`src/rtl/afe_frame_sequencer.sv`:
```
// Fetches NUM_CH AFE channels per data-ready strobe into shadows and commits them
// atomically to a valid/ready output bus; also runs the AFE diagnostic readout.
module afe_frame_sequencer #(
  parameter int NUM_CH    = 6,
  parameter int DATA_W    = 22,
  parameter int ADDR_W    = 3,
  parameter int RD_LAT    = 2,
  parameter int DIAG_ADDR = 6,
  parameter int DIAG_W    = 14,
  parameter int SIGN_MODE = 0
) (
  input  logic                     clk,
  input  logic                     in_reset,
  input  logic [1:0]               in_data_control,
  input  logic                     in_strm_dn,
  output logic [ADDR_W-1:0]        out_addr,
  input  logic [23:0]              in_strm_data,
  output logic [NUM_CH*DATA_W-1:0] out_samples,
  output logic                     out_valid,
  input  logic                     in_ready,
  output logic                     out_overrun,
  output logic [1:0]               out_diag_er,
  output logic [DIAG_W-1:0]        out_er_data
);

  // state     | meaning
  // S_IDLE    | cleared, mode 00 or after reset
  // S_WAIT    | stream mode, waiting for data-ready strobe
  // S_FETCH   | reading channels; channel==NUM_CH is the commit cycle
  // S_PRESENT | frame on out_samples, waiting for handshake
  // S_DIAG    | diagnostic register readout
  typedef enum logic [2:0] {S_IDLE, S_WAIT, S_FETCH, S_PRESENT, S_DIAG} state_t;

  localparam int CH_W  = $clog2(NUM_CH + 1);
  localparam int LAT_W = $clog2(RD_LAT + 1);
  localparam int FW    = NUM_CH * DATA_W;

  localparam logic [1:0] MODE_IDLE   = 2'b00;
  localparam logic [1:0] MODE_DIAG   = 2'b01;
  localparam logic [1:0] MODE_STREAM = 2'b10;

  localparam logic [LAT_W-1:0]  LAT_LAST  = LAT_W'(RD_LAT - 1);
  localparam logic [CH_W-1:0]   CH_DONE   = CH_W'(NUM_CH);
  localparam logic [ADDR_W-1:0] DIAG_A    = ADDR_W'(DIAG_ADDR);
  localparam logic [DATA_W-1:0] SIGN_FLIP =
    (SIGN_MODE != 0) ? (DATA_W'(1) << (DATA_W - 1)) : '0;

  state_t             state, state_d;
  logic [CH_W-1:0]    channel, channel_d;
  logic [LAT_W-1:0]   lat, lat_d;
  logic [ADDR_W-1:0]  addr_d;
  logic [FW-1:0]      shadow, shadow_d, samples_d;
  logic               valid_d, overrun_d;
  logic [1:0]         diag_er_d;
  logic [DIAG_W-1:0]  er_data_d;
  logic [DATA_W-1:0]  sample;
  logic               handshake;
  logic               unused_data_bits;

  assign sample           = in_strm_data[DATA_W-1:0] ^ SIGN_FLIP;
  assign handshake        = out_valid & in_ready;
  assign unused_data_bits = ^in_strm_data;

  always_ff @(posedge clk) begin
    if (in_reset) begin
      state       <= S_IDLE;
      channel     <= '0;
      lat         <= '0;
      out_addr    <= '0;
      shadow      <= '0;
      out_samples <= '0;
      out_valid   <= 1'b0;
      out_overrun <= 1'b0;
      out_diag_er <= 2'b00;
      out_er_data <= '0;
    end else begin
      state       <= state_d;
      channel     <= channel_d;
      lat         <= lat_d;
      out_addr    <= addr_d;
      shadow      <= shadow_d;
      out_samples <= samples_d;
      out_valid   <= valid_d;
      out_overrun <= overrun_d;
      out_diag_er <= diag_er_d;
      out_er_data <= er_data_d;
    end
  end

  always_comb begin
    state_d   = state;
    channel_d = channel;
    lat_d     = lat;
    addr_d    = out_addr;
    shadow_d  = shadow;
    samples_d = out_samples;
    valid_d   = out_valid;
    overrun_d = out_overrun;
    diag_er_d = out_diag_er;
    er_data_d = out_er_data;

    case (in_data_control)
      MODE_IDLE: begin
        state_d   = S_IDLE;
        channel_d = '0;
        lat_d     = '0;
        addr_d    = '0;
        shadow_d  = '0;
        samples_d = '0;
        valid_d   = 1'b0;
        overrun_d = 1'b0;
        diag_er_d = 2'b00;
        er_data_d = '0;
      end

      MODE_DIAG: begin
        state_d   = S_DIAG;
        channel_d = '0;
        addr_d    = DIAG_A;
        valid_d   = 1'b0;
        if (state != S_DIAG) begin
          lat_d     = '0;
          diag_er_d = 2'b00;
        end else if (out_diag_er == 2'b00) begin
          // a non-zero result code doubles as the "capture done" marker
          if (lat == LAT_LAST) begin
            er_data_d = in_strm_data[DIAG_W-1:0];
            diag_er_d = (in_strm_data[DIAG_W-1:0] == '0) ? 2'b10 : 2'b01;
          end else begin
            lat_d = lat + LAT_W'(1);
          end
        end
      end

      MODE_STREAM: begin
        case (state)
          S_WAIT: begin
            if (in_strm_dn) begin
              state_d   = S_FETCH;
              channel_d = '0;
              lat_d     = '0;
              addr_d    = '0;
            end
          end

          S_FETCH: begin
            if (in_strm_dn) overrun_d = 1'b1;
            if (channel == CH_DONE) begin
              samples_d = shadow;
              valid_d   = 1'b1;
              state_d   = S_PRESENT;
            end else if (lat == LAT_LAST) begin
              for (int k = 0; k < NUM_CH; k++) begin
                if (channel == CH_W'(k)) shadow_d[k*DATA_W +: DATA_W] = sample;
              end
              channel_d = channel + CH_W'(1);
              addr_d    = ADDR_W'(channel) + ADDR_W'(1);
              lat_d     = '0;
            end else begin
              lat_d = lat + LAT_W'(1);
            end
          end

          S_PRESENT: begin
            // !out_valid here means the frame was accepted while frozen
            if (handshake || !out_valid) begin
              valid_d = 1'b0;
              if (in_strm_dn) begin
                state_d   = S_FETCH;
                channel_d = '0;
                lat_d     = '0;
                addr_d    = '0;
              end else begin
                state_d = S_WAIT;
              end
            end else if (in_strm_dn) begin
              overrun_d = 1'b1;
            end
          end

          default: begin
            state_d   = S_WAIT;
            channel_d = '0;
            lat_d     = '0;
            addr_d    = '0;
          end
        endcase
      end

      default: begin
        if (state == S_PRESENT && handshake) valid_d = 1'b0;
      end
    endcase
  end

endmodule

```
`config.mk`:
```
export PLATFORM = sky130hd
export DESIGN_NAME = afe_frame_sequencer
export DESIGN_NICKNAME = d
export VERILOG_FILES = /design/src/rtl/afe_frame_sequencer.sv
export SDC_FILE = /design/constraint.sdc
export NUM_CORES = 1
export LEC_CHECK = 0
export CAP_MARGIN = 10
export CORE_UTILIZATION = 30
export CTS_CLUSTER_DIAMETER = 150
export DETAILED_ROUTE_END_ITERATION = 16
export GPL_ROUTABILITY_DRIVEN = 0
export GPL_TIMING_DRIVEN = 0
export SLEW_MARGIN = 40
export SYNTH_ARGS = -nofsm -noshare
export SYNTH_HDL_FRONTEND = slang
export SYNTH_SLANG_ARGS = --single-unit
```
`constraint.sdc`:
```
create_clock -name clk -period 1.9 [get_ports clk]
set_input_delay 0.38 -clock clk [delete_from_list [all_inputs] [get_ports clk]]
set_output_delay 0.38 -clock clk [all_outputs]
set_load 0.01 [all_outputs]
```
## After elaboration in Yosys (flattened, before gate mapping)

Index checks and enable logic that the tools add are counted.

| storage, ports and cells | value |
|---|---|
| flip-flop bits (word level) | 293 |
| word-level logic and storage cells | 138 |
| output and inout port bits | 153 |
| bits of input ports | 30 |

| cells by class | value |
|---|---|
| eq/ne operators | 36 |
| add/subtract/negate cells | 2 |
| reduce and logical (&&, ||, !) cells | 28 |
| mux-type cells | 56 |
| bitwise operators | 1 |

Operators with widths:

| kind | count |
|---|---|
| two-way mux 132 bit | 5 |
| one-hot mux 132 bit (2 select lines) | 2 |
| two-way mux 22 bit | 6 |
| one-hot mux 3 bit (3 select lines) | 5 |
| two-way mux 14 bit | 3 |
| AND reduction 5 bit | 7 |
| != test 3 bit (second input constant) | 10 |
| one-hot mux 14 bit (2 select lines) | 1 |
| two-way mux 3 bit | 9 |
| two-way mux 2 bit | 12 |
| != test 2 bit (second input constant) | 12 |
| AND reduction 4 bit | 5 |
| logical NOT 14 bit | 1 |
| == test 3 x 2 -> 1 bit (second input constant) | 4 |
| one-hot mux 2 bit (3 select lines) | 2 |
| == test 3 bit (second input constant) | 3 |
| AND reduction 3 bit | 3 |
| one-hot mux 1 bit (2 select lines) | 4 |
| == test 3 x 1 -> 1 bit (second input constant) | 2 |
| one-hot mux 3 bit (2 select lines) | 1 |
| nonzero test 2 bit | 3 |
| nonzero test 3 bit | 2 |
| two-way mux 1 bit | 5 |
| == test 2 x 1 -> 1 bit (second input constant) | 2 |
| 13 further kinds | 14 |

## Depth between registers and ports, before layout

Gate-level depths: netlist (run 1).

| logic depth | value |
|---|---|
| word-level depth | 6 |
| mapped depth | 9 |
| mapped depth without buffers | 6 |

## Least setup slack after synthesis (run 1)

OpenSTA, ideal clock, no wires.

| timing path | value |
|---|---|
| path type | input port to flip-flop |
| start point | in in_data_control[0] |
| end point | reg shadow[111] |
| arrival time | 1.698 ns |
| required time | 1.772 ns |
| buffers on the path | 2 |
| cell stages on the path | 8 |
| path slack | 0.074 ns |
| cell sequence | inv_1 > ha_1 > buf_2 > nand2b_1 > a22oi_2 > buf_4 > mux2i_1 > nor2_1 |

| between the ends | value |
|---|---|
| longest elaborated chain between the ends | 3 |
| elaborated cells on any way between the ends | 9 |
| classes of those cells | 5 x eq/ne; 1 x mux; 3 x reduce/logical |

RTL lines:

| item | RTL line | text |
|---|---|---|
| start: declaration | 14 | `input logic [1:0] in_data_control,` |
| == test 2 bit / logical NOT 2 bit (equally long branches) | 102 | `case (in_data_control)` |
| != test 2 bit (no line) (tied with other cells) | - |  |
| AND reduction 5 bit (no line) | - |  |
| end signal: assignment | 81 | `shadow <= shadow_d;` |
| end: declaration | 52 | `logic [FW-1:0] shadow, shadow_d, samples_d;` |

Several ways; a longest one is shown, not always the timed one.
A chain may end at the register's enable or synchronous reset.

## Worst setup path after layout (run 1)

| timing path | value |
|---|---|
| start point | reg out_samples[105] |
| end point | out out_samples[105] |

RTL lines:

| item | RTL line | text |
|---|---|---|
| start: declaration | 18 | `output logic [NUM_CH*DATA_W-1:0] out_samples,` |
| start signal: assignment | 82 | `out_samples <= samples_d;` |

No word-level cell between the ends.

==> results_dict.tcl, run 1 <==
set metrics [dict create \
    status "finished clean" \
    period_share 0.987 \
    clk_path_buf_depth 3 \
    synth_mux_area_frac 0.0393 \
    synth_edf_count 0 \
    synth_top_cell_area_share 0.524 \
    drive_gt1_frac 0.126 \
    die_w_um 195 \
    skew_ns 0.00971 \
    die_h_um 195 \
    cts_made_buffers 31 \
    synth-seq-cells 293 \
    p_per_area_nw_per_um2 892 \
    critical_path.cell_chain "clkdlybuf4s50_1" \
    hold_buffers 0 \
    end_kind "output pin" \
    placedInstanceArea_um2 13600 \
    postRouteAntennaNets 0 \
    fp-row-count 70 \
    start_util 0.305 \
    slowest_delay_ns 0.56 \
    synth_nets 1255 \
    grt_max_degree 16 \
    detail_route.wl_per_cell_um 20.6 \
    ys_top_cells_by_area "dfxtp_1 52%, a22oi_1 9.8%, nor2_1 6.6%" \
    layout_common_cells "286 x dfxtp_1, 198 x nor2_1, 149 x clkdlybuf4s50_1" \
    finalPower_mw 13.5 \
    start_kind "register" \
    place_inst 1861 \
    drt_first_pass_iters 5 \
    final_nets 1479 \
    track_usage 0.202 \
    wl_mm 39.8 \
    grt_pass1_vias 9658 \
    maxCapViolations 0 \
    core_area_um2 36700 \
    max_slew_margin 0.485 \
    synthSimpleGateAreaFrac 0.162 \
    synthCells 1214 \
    power_leakage_nw 5.60 \
    met1_usage 0.275 \
    port_buffers 179 \
    syn_area_per_cell_um2 9.22 \
    ioPinCount 183 \
    cp.required_ns 1.52 \
    layout.cells.non_filler 1931 \
    area_growth_pct 35.6 \
    fill_cells 3614 \
    cts_tree "done" \
    hold_violations 0 \
    worst_pin_slew_ns 0.773 \
    num_vias 10332 \
    cts.sinks 293 \
    grt_use_met2 0.316 \
    vias_per_cell 5.35 \
    ys_seq_area_frac 0.524 \
    setup_slack_ns 0.0252 \
    die-area_um2 38100 \
    slew_violations 0 \
    synth.distinct_cells 47 \
    pre_cts_slack_ns -1.23 \
    antenna_found_initial 1 \
    root_buffer "clkbuf_16" \
    syn_area_um2 11200 \
    ir_worst_vdd_v 0.000709 \
    arrival_ns 1.49 \
    final_common_cell "dfxtp_1" \
    yosysWarnings 0 \
    grt_pass1_wl_mm 59.2 \
    antenna_cells 0 \
    cp_slowest_cell "clkdlybuf4s50_1" \
    dp_hpwl_mm 28.2 \
    crit_family "buffers and inverters" \
    final_util 0.414 \
    synthAdderAreaFrac 0.0123 \
    period_needed_ns 1.87 \
    worst-path-max-fanout 2 \
    stdcell_area_um2 15200 \
    use_met3 0.0406 \
    synth_compound_area_frac 0.207 \
    cts.clk_slew.worst_paths_ns 0.06 \
    drc 0 \
    synth_flop_cell "dfxtp_1" \
    drt_iter0_markers 887 \
    htreeDepth 1 \
    synth_top_family_by_area "compound AO/OA/AOI/OAI gates" \
    fmax_mhz 533 \
    path_class "reg2out" \
    synth_xor_area_frac 0 \
    finalSetupViolations 0 \
    postSynth.asyncResetShare 0 \
    busiest_layer "met2" \
    critPathBufInv 1 \
    hold_class "reg2reg" \
    synth.largest_area_cell "dfxtp_1" \
    grt-ovfl-total 0 \
    clk_latency_ns 0.55 \
]
per-stage QoR:
| step | TNS [ns] | hold WS (ns) |
|---|---|---|
| after CTS | -0.0209 | 0.450 |
| after detailed placement | -275.65 | 0.474 |
| after global routing | -0.0749 | 0.512 |
| final | 0 | 0.481 |
| after global placement | -262.54 | 0.464 |
| after floorplan | 0 | 0.454 |
report_power, final:
group          switching [mW]  internal (mW)  total, mW
Sequential             0.0116           6.16       6.17
Combinational           0.523          0.221      0.744
Clock                    2.52           4.11       6.63
Total                    3.06           10.5       13.5
synthesized netlist by cell type (all sizes together) (2+ instances only):
cell / instances
a211o: 2
and4bb: 3
a32oi: 3
o22ai: 3
nor4: 3
nand4b: 5
nor2b: 9
nand4bb: 3
and2: 23
and3b: 3
nand2: 3
and3: 2
inv: 12
dfxtp: 293
nand3b: 2
nand4: 92
clkbuf: 74
nor3: 3
nand3: 4
ha: 11
a21oi: 102
nor2: 198
a22oi: 148
mux2i: 44
buf: 50
a31oi: 3
a211oi: 2
o21ai: 99
nand2b: 4
cell type report:
cell class	count	area (µm²)	share of cell area
flip-flops and latches	293	5870	0.387
multi-input cells	785	4820	0.317
repair buffers	194	1980	0.130
clock buffers	39	846	0.0557
plain buffers	121	748	0.0493
well taps	468	586	0.0386
clock inverters	19	285	0.0188
inverters	12	45.0	0.00297
worst paths after layout:
| path | startpoint | to | slack [ns] | cells past startpoint |
|---|---|---|---|---|
| worst max register to register | lat[1] | shadow[4] | 0.06 | 8 |
| worst min register to register | shadow[55] | shadow[55] | 0.48 | 2 |
| worst max-delay path | out_samples[105] | out_samples[105] | 0.03 | 1 |
| worst min-delay path | shadow[55] | shadow[55] | 0.48 | 2 |
per-layer routing:
metal,share of wire,up-vias
met5,0,-
met1,0.45,5002
met4,0.033,0
met3,0.074,79
li1,-,4858
met2,0.45,393
registers in the layout (all words and copies together), names as in the netlist:
signal / cells
out_addr: 3
out_diag_er: 2
channel: 3
out_samples: 132
out_overrun: 1
shadow: 132
state: 3
out_er_data: 14
out_valid: 1
lat: 2
timing repair:
action,in CTS,in global routing
resized for setup,84,68
endpoints found under the setup margin,297,299
setup buffers,13,1
pin swaps,4,3
cloned,0,1
cell families after synthesis:
family | count (synthesis)
AO/OA/AOI/OAI | 370
adder cells (fa/ha/maj) | 11
buffers and inverters | 136
flip-flops | 293
multiplexers | 44
AND/OR/NAND/NOR | 360
(Power assumes the default switching activity.)
==> run 2, diff against run 1 <==
--- a/config.mk
+++ b/config.mk
@@ -5,12 +5,13 @@
 export SDC_FILE = /design/constraint.sdc
 export NUM_CORES = 1
 export LEC_CHECK = 0
-export CAP_MARGIN = 10
+export CAP_MARGIN = 20
 export CORE_UTILIZATION = 30
 export CTS_CLUSTER_DIAMETER = 150
 export DETAILED_ROUTE_END_ITERATION = 16
 export GPL_ROUTABILITY_DRIVEN = 0
 export GPL_TIMING_DRIVEN = 0
+export RECOVER_POWER = 25
 export SLEW_MARGIN = 40
 export SYNTH_ARGS = -nofsm -noshare
 export SYNTH_HDL_FRONTEND = slang
==> results of run 2 <==
Final layout, timing and power as in run 1 (identical DEF).
